[src/rtl/processor_pkg.sv]
// Shared decode constants for the D/X issue controller: instruction field
// positions, opcode and aluop encodings, and the issue FSM state encoding.
package processor_pkg;

    // Instruction field positions
    localparam int OP_MSB    = 31;
    localparam int OP_LSB    = 27;
    localparam int RD_MSB    = 26;
    localparam int RD_LSB    = 22;
    localparam int RS_MSB    = 21;
    localparam int RS_LSB    = 17;
    localparam int RT_MSB    = 16;
    localparam int RT_LSB    = 12;
    localparam int ALUOP_MSB = 6;
    localparam int ALUOP_LSB = 2;

    // Opcodes
    localparam logic [4:0] OP_R    = 5'b00000;
    localparam logic [4:0] OP_BNE  = 5'b00010;
    localparam logic [4:0] OP_JR   = 5'b00100;
    localparam logic [4:0] OP_ADDI = 5'b00101;
    localparam logic [4:0] OP_BLT  = 5'b00110;
    localparam logic [4:0] OP_SW   = 5'b00111;
    localparam logic [4:0] OP_LW   = 5'b01000;

    // R-type aluop codes that need the multicycle unit
    localparam logic [4:0] ALU_MUL = 5'b00110;
    localparam logic [4:0] ALU_DIV = 5'b00111;

    typedef enum logic [0:0] {
        ST_RUN     = 1'b0,
        ST_MD_BUSY = 1'b1
    } dx_state_e;

    function automatic logic [4:0] ir_opcode(input logic [31:0] ir);
        return ir[OP_MSB:OP_LSB];
    endfunction

    function automatic logic [4:0] ir_rd(input logic [31:0] ir);
        return ir[RD_MSB:RD_LSB];
    endfunction

    function automatic logic [4:0] ir_rs(input logic [31:0] ir);
        return ir[RS_MSB:RS_LSB];
    endfunction

    function automatic logic [4:0] ir_rt(input logic [31:0] ir);
        return ir[RT_MSB:RT_LSB];
    endfunction

    function automatic logic [4:0] ir_aluop(input logic [31:0] ir);
        return ir[ALUOP_MSB:ALUOP_LSB];
    endfunction

endpackage

[src/rtl/dx_hazard_detect.sv]
// Combinational hazard detection between the F/D and D/X instructions:
// flags a load-use dependency and a mul/div sitting in D/X.
module dx_hazard_detect
    import processor_pkg::*;
(
    input  logic [31:0] fd_ir,
    input  logic [31:0] dx_ir,
    output logic        load_use,
    output logic        is_multdiv
);

    logic [4:0] fd_op;
    logic [4:0] fd_rd;
    logic [4:0] fd_rs;
    logic [4:0] fd_rt;
    logic [4:0] dx_op;
    logic [4:0] dx_rd;
    logic [4:0] dx_aluop;
    logic       reads_rd;
    logic       reads_rs;
    logic       reads_rt;
    logic       dx_is_lw;

    assign fd_op    = ir_opcode(fd_ir);
    assign fd_rd    = ir_rd(fd_ir);
    assign fd_rs    = ir_rs(fd_ir);
    assign fd_rt    = ir_rt(fd_ir);
    assign dx_op    = ir_opcode(dx_ir);
    assign dx_rd    = ir_rd(dx_ir);
    assign dx_aluop = ir_aluop(dx_ir);

    // Low-order immediate/shamt bits do not take part in hazard decisions.
    logic unused_ir_bits;
    assign unused_ir_bits = ^{fd_ir[11:0], dx_ir[21:7], dx_ir[1:0]};

    // Which register fields the F/D instruction actually reads.
    always_comb begin
        // NOTE: every output gets a default first so no path leaves it unassigned and infers a latch.
        reads_rd = 1'b0;
        reads_rs = 1'b0;
        reads_rt = 1'b0;
        unique case (fd_op)
            OP_R: begin
                reads_rs = 1'b1;
                reads_rt = 1'b1;
            end
            OP_ADDI, OP_LW: begin
                reads_rs = 1'b1;
            end
            OP_SW, OP_BNE, OP_BLT: begin
                reads_rd = 1'b1;
                reads_rs = 1'b1;
            end
            OP_JR: begin
                reads_rd = 1'b1;
            end
            default: ;
        endcase
    end

    // A load into $0 never creates a dependency, so rd != 0 gates the match.
    assign dx_is_lw = (dx_op == OP_LW) && (dx_rd != 5'd0);

    assign load_use = dx_is_lw &&
                      ((reads_rd && (fd_rd == dx_rd)) ||
                       (reads_rs && (fd_rs == dx_rd)) ||
                       (reads_rt && (fd_rt == dx_rd)));

    assign is_multdiv = (dx_op == OP_R) &&
                        ((dx_aluop == ALU_MUL) || (dx_aluop == ALU_DIV));

endmodule

[src/rtl/dx_issue_ctrl.sv]
// Issue and hazard controller on the write side of the D/X latch.
// Decides advance / hold / bubble for the F/D instruction, drives the PC,
// F/D and D/X latch controls, and holds a mul/div in D/X until the multdiv
// unit reports ready, an exception, or the cycle budget expires.
// Optional build macro: DX_STALL_COUNT_EN enables the saturating
// stall-cycle counter on stall_cycles; otherwise stall_cycles is 0.
module dx_issue_ctrl
    import processor_pkg::*;
#(
    parameter int MD_TIMEOUT = 40,
    parameter int CNT_W      = 6
) (
    input  logic        clk,
    input  logic        reset,
    input  logic [31:0] fd_ir,
    input  logic [31:0] dx_ir,
    input  logic        branch_taken,
    input  logic        md_ready,
    input  logic        md_exception,
    output logic        pc_ena,
    output logic        fd_ena,
    output logic        fd_flush,
    output logic        dx_ena,
    output logic        dx_bubble,
    output logic        md_start,
    output logic        md_timeout,
    output logic [31:0] stall_cycles
);

    if ((1 << CNT_W) <= MD_TIMEOUT) begin : g_cnt_w_check
        $error("CNT_W too small for MD_TIMEOUT");
    end

    localparam logic [CNT_W-1:0] CNT_LAST = CNT_W'(MD_TIMEOUT - 1);

    dx_state_e        state_q;
    dx_state_e        state_d;
    logic [CNT_W-1:0] cnt_q;
    logic [CNT_W-1:0] cnt_d;
    logic             load_use;
    logic             is_multdiv;

    dx_hazard_detect u_hazard (
        .fd_ir      (fd_ir),
        .dx_ir      (dx_ir),
        .load_use   (load_use),
        .is_multdiv (is_multdiv)
    );

    // Output decode and next state; outputs react in the same cycle as the
    // hazard or branch so the latches capture the right value at the edge.
    always_comb begin
        pc_ena     = 1'b1;
        fd_ena     = 1'b1;
        fd_flush   = 1'b0;
        dx_ena     = 1'b1;
        dx_bubble  = 1'b0;
        md_start   = 1'b0;
        md_timeout = 1'b0;
        state_d    = state_q;
        cnt_d      = cnt_q;

        if (reset) begin
            pc_ena    = 1'b0;
            fd_ena    = 1'b0;
            fd_flush  = 1'b1;
            dx_bubble = 1'b1;
            state_d   = ST_RUN;
            cnt_d     = '0;
        end else begin
            unique case (state_q)
                ST_RUN: begin
                    if (branch_taken) begin
                        // Squash both younger instructions; the redirect wins over any stall.
                        fd_flush  = 1'b1;
                        dx_bubble = 1'b1;
                    end else if (is_multdiv) begin
                        md_start = 1'b1;
                        pc_ena   = 1'b0;
                        fd_ena   = 1'b0;
                        dx_ena   = 1'b0;
                        state_d  = ST_MD_BUSY;
                        cnt_d    = '0;
                    end else if (load_use) begin
                        pc_ena    = 1'b0;
                        fd_ena    = 1'b0;
                        dx_bubble = 1'b1;
                    end
                end
                ST_MD_BUSY: begin
                    pc_ena = 1'b0;
                    fd_ena = 1'b0;
                    dx_ena = 1'b0;
                    cnt_d  = cnt_q + 1'b1;
                    if (md_ready || md_exception || (cnt_q == CNT_LAST)) begin
                        // Replace the finished mul/div with a nop so it is not reissued.
                        dx_ena     = 1'b1;
                        dx_bubble  = 1'b1;
                        md_timeout = !md_ready && !md_exception;
                        state_d    = ST_RUN;
                        cnt_d      = '0;
                    end
                end
                default: begin
                    state_d = ST_RUN;
                    cnt_d   = '0;
                end
            endcase
        end
    end

    // FSM state and multdiv cycle counter.
    always_ff @(posedge clk) begin
        // NOTE: sequential state uses non-blocking assignments so every register samples pre-edge values.
        if (reset) begin
            state_q <= ST_RUN;
            cnt_q   <= '0;
        end else begin
            state_q <= state_d;
            cnt_q   <= cnt_d;
        end
    end

`ifdef DX_STALL_COUNT_EN
    logic [31:0] stall_q;

    // Saturating count of cycles in which the PC is held.
    always_ff @(posedge clk) begin
        if (reset) begin
            stall_q <= '0;
        end else if (!pc_ena && (stall_q != 32'hFFFF_FFFF)) begin
            stall_q <= stall_q + 32'd1;
        end
    end

    assign stall_cycles = stall_q;
`else
    assign stall_cycles = '0;
`endif

endmodule

[config.mk]
export PLATFORM = sky130hd
export DESIGN_NAME = dx_issue_ctrl
export DESIGN_NICKNAME = d
export VERILOG_FILES = /design/src/rtl/processor_pkg.sv /design/src/rtl/dx_hazard_detect.sv /design/src/rtl/dx_issue_ctrl.sv
export SDC_FILE = /design/constraint.sdc
export NUM_CORES = 1
export LEC_CHECK = 0
export BUFFER_PORTS_ARGS = -buffer_cell sky130_fd_sc_hd__buf_4
export CAP_MARGIN = 20
export CORE_AREA = 4 4 57 59
export CTS_BUF_LIST = sky130_fd_sc_hd__clkbuf_2 sky130_fd_sc_hd__clkbuf_4 sky130_fd_sc_hd__clkbuf_8
export CTS_CLUSTER_DIAMETER = 100
export CTS_CLUSTER_SIZE = 16
export DETAILED_ROUTE_END_ITERATION = 8
export DIE_AREA = 0 0 61 63
export PLACE_DENSITY = 0.81
export SLEW_MARGIN = 30
export SYNTH_ARGS = -nofsm -noshare
export SYNTH_HDL_FRONTEND = slang
export SYNTH_SLANG_ARGS = --single-unit
[constraint.sdc]
create_clock -name clk -period 2 [get_ports clk]
set_clock_uncertainty 0.2 [all_clocks]
set_input_delay 0.1 -clock clk [delete_from_list [all_inputs] [get_ports clk]]
set_output_delay 0.1 -clock clk [all_outputs]
set_load 0.02 [all_outputs]
==> impl_results.md <==
- Status: finished, final reports clean
- Worst-Skew Late Latency: 250 ps
- Vias in the first global route: 850
- Clk buf depth: 2
- Worst EP required: approximately 1700 ps
- Final Cell Area: 1234 um^2
- P_int: 306.8 uW
- Ys async rst share: 0
- Clock Sink Count: 7
- Critical path data arrival time: 1690 ps
- GRT overflow: 0
- Rows: 19
- Final Non-Filler Cells: between 150 and 200
- Lkg Pwr: roughly 0.59 nW
- Final setup fails: 0
- Initial antenna violation count: 0
- P&R area growth vs syn: 38.68%
- Leading cell types by count after synthesis: buf_4 (33), xor2_1 (12), nor2_1 (9)
- CTS clk-pin slew, worst paths: 60 ps
- Yosys cell types: 35
- Largest net degree at the start of global routing: 8
- Filler cells: 294
- TritonCTS Buffers: 3
- Period utilization: 0.9965
- Worst R2R Setup Slack: approximately 200 ps
- Synthesized area per cell: 7.804 um^2
- Gpl congestion: 0.7697
- Seq/Total Area, Yosys: 0.1575
- Die height: about 63 um
- Post-synth EDFFs: 0
- Worst r2r dst: cnt_q[5]
- Boundary Pins: 108
- DRC viols: 0
- Ys flop type: dfxtp_1
- Yosys top cell by area: buf_4
- Number of standard cells after synthesis: 114
- Initial Util: 0.3283
- Source of the worst hold timing path: dx_ir[30]
- Startpoint Class: register
- CTS tree: built
- Layout cells sized above 1: 0.3554
- Synth area leaders: buf_4 (28%), dfxtp_1 (16%), xor2_1 (12%)
- Hold_ws: 72.18 ps
- Sw Share: 0.3366
- FF+latch count, synth: 7
- Crit path launch: state_q
- Min Tclk post-route: 1993 ps
- # nets final: 237
- Core area: 2710 um^2
- Highest Clock Rate: 501.8 MHz
- CP max FO: 2
- PD cells: 374.8 nW/um^2
- First-pass GRT wire length: 3374 um
- DR WL/cell: 11.41 um
- Clk pwr share: 0.310
- CTS root buf: clkbuf_4
- Wirelength, routed: 2247 um
- Count leader, synth: buf_4
- GRT Resource Usage Total: 0.1127
- Crit path capture type: primary output
- Detail Placement HPWL: 1854 um
- Vias per inst: 4.411
- Die area: 3843 um^2
- Placed Area: 1150 um^2
- Combinational share of power: 0.389
- Final hold vios: 0
- Power share of the sequential group: 0.302
- H-tree depth: 1
- Synth warn: 0
- MaxCap Viol Count: 0
- Fin util: 0.4552
- Synth top area share: 0.2785
- Initial DRC Count: 50
- Final Max Tran Viols: 0
- Drt pass-1 iters: 4
- Sw power: 155.7 uW
- Worst ir drop on vdd: 0.1984 mV
- FF-to-FF path depth: 6
- Critical path class: register to primary output
- RR Startpoint: state_q
- Placed Cells: 190
- Number of diodes: 0
- Tightest Hold Check Type: input port to register
- Cell Area, Synth: 889.6 um^2
- Worst hold stages: 3
- RSZ-0062 raised after global routing: yes
- Port bufs: 45
- Routed Antenna Nets: 0
- Die width: 61 um
- Vias: 869
- Hold Path End: state_q
- Tot Pwr: 462.4 uW
## power groups by stage
stage	Clock, mW	Sequential, mW	Combinational [mW]
6_report	0.143	0.140	0.180
5_1_grt	0.153	0.139	0.195
4_1_cts	0.149	0.140	0.178
3_5_place_dp	0	0.143	0.175
3_3_place_gp	0	0.143	0.173
2_1_floorplan	0	0.143	0.142
## how the worst max path moves through the flow
stage          slack, ps        end
2_1_floorplan        170  dx_bubble
3_3_place_gp         160  dx_bubble
3_5_place_dp         170  dx_bubble
4_1_cts                1  dx_bubble
5_1_grt              -50  dx_bubble
6_report               7  dx_bubble
## final cells by class
class | instances | area, um^2 | area share
Tap cell | 31 | 38.79 | 0.03144
Clock buffer | 4 | 30.03 | 0.02434
Multi-Input combinational cell | 102 | 630.6 | 0.5112
Sequential cell | 7 | 141.4 | 0.1146
Inverter | 3 | 11.26 | 0.009128
Timing Repair Buffer | 50 | 381.6 | 0.3093
## through the flow
stage | setup TNS [ps] | setup slack (ps)
floorplan | 0 | 168.2
global placement | 0 | 158.3
detailed placement | 0 | 173.3
CTS | 0 | 1.186
global route | -53.61 | -53.61
finish | 0 | 7.046
## registers in the layout (all words and copies together), names as in the netlist
name and count:
state_q 1, cnt_q 6
## layer usage
metal / global-route usage / share of wire
met1: 0.1270 / 0.38
met2: 0.2019 / 0.52
met3: 0.002066 / 0.090
met4: 0.06504 / 0.0093
met5: 0 / 0
## placed cells by master (no fill, tap or decap), drive strengths merged, types with 2 or more instances in the layout
cell	instances
xnor2	4
buf	49
conb	32
xor2	12
nand2	3
nor2	9
a21oi	2
nor4	3
clkbuf	4
inv	3
nand3	3
dfxtp	7
or4	2
nand4	3
o31ai	2
o211ai	2
nor3	3
o21ai	6
## cells by family after synthesis
| group | synth area share |
|---|---|
| and+or+nand+nor | 0.2082 |
| other | 0.004215 |
| AOI/OAI and AO/OA | 0.1561 |
| DFF | 0.1575 |
| buffers and inverters | 0.2911 |
| xor gates and xnor gates | 0.1575 |
| adders and majority gates | 0.02531 |
## worst max-delay path, cell delays in order (launching register included)
cell	delay [ps]
dfxtp_2	320
or4b_4	470
a41o_4	280
o31ai_4	60
inv_2	60
o41a_1	120
buf_6	140
## what timing repair did
item / in CTS / in global routing
hold buffers: 1 / 0
gates resized for setup: 3 / 2
endpoints found under the hold margin: 1 / 0
buffers inserted: 2 / 0
setup endpoints to repair: 1 / 1
(Power assumes the default switching activity.)
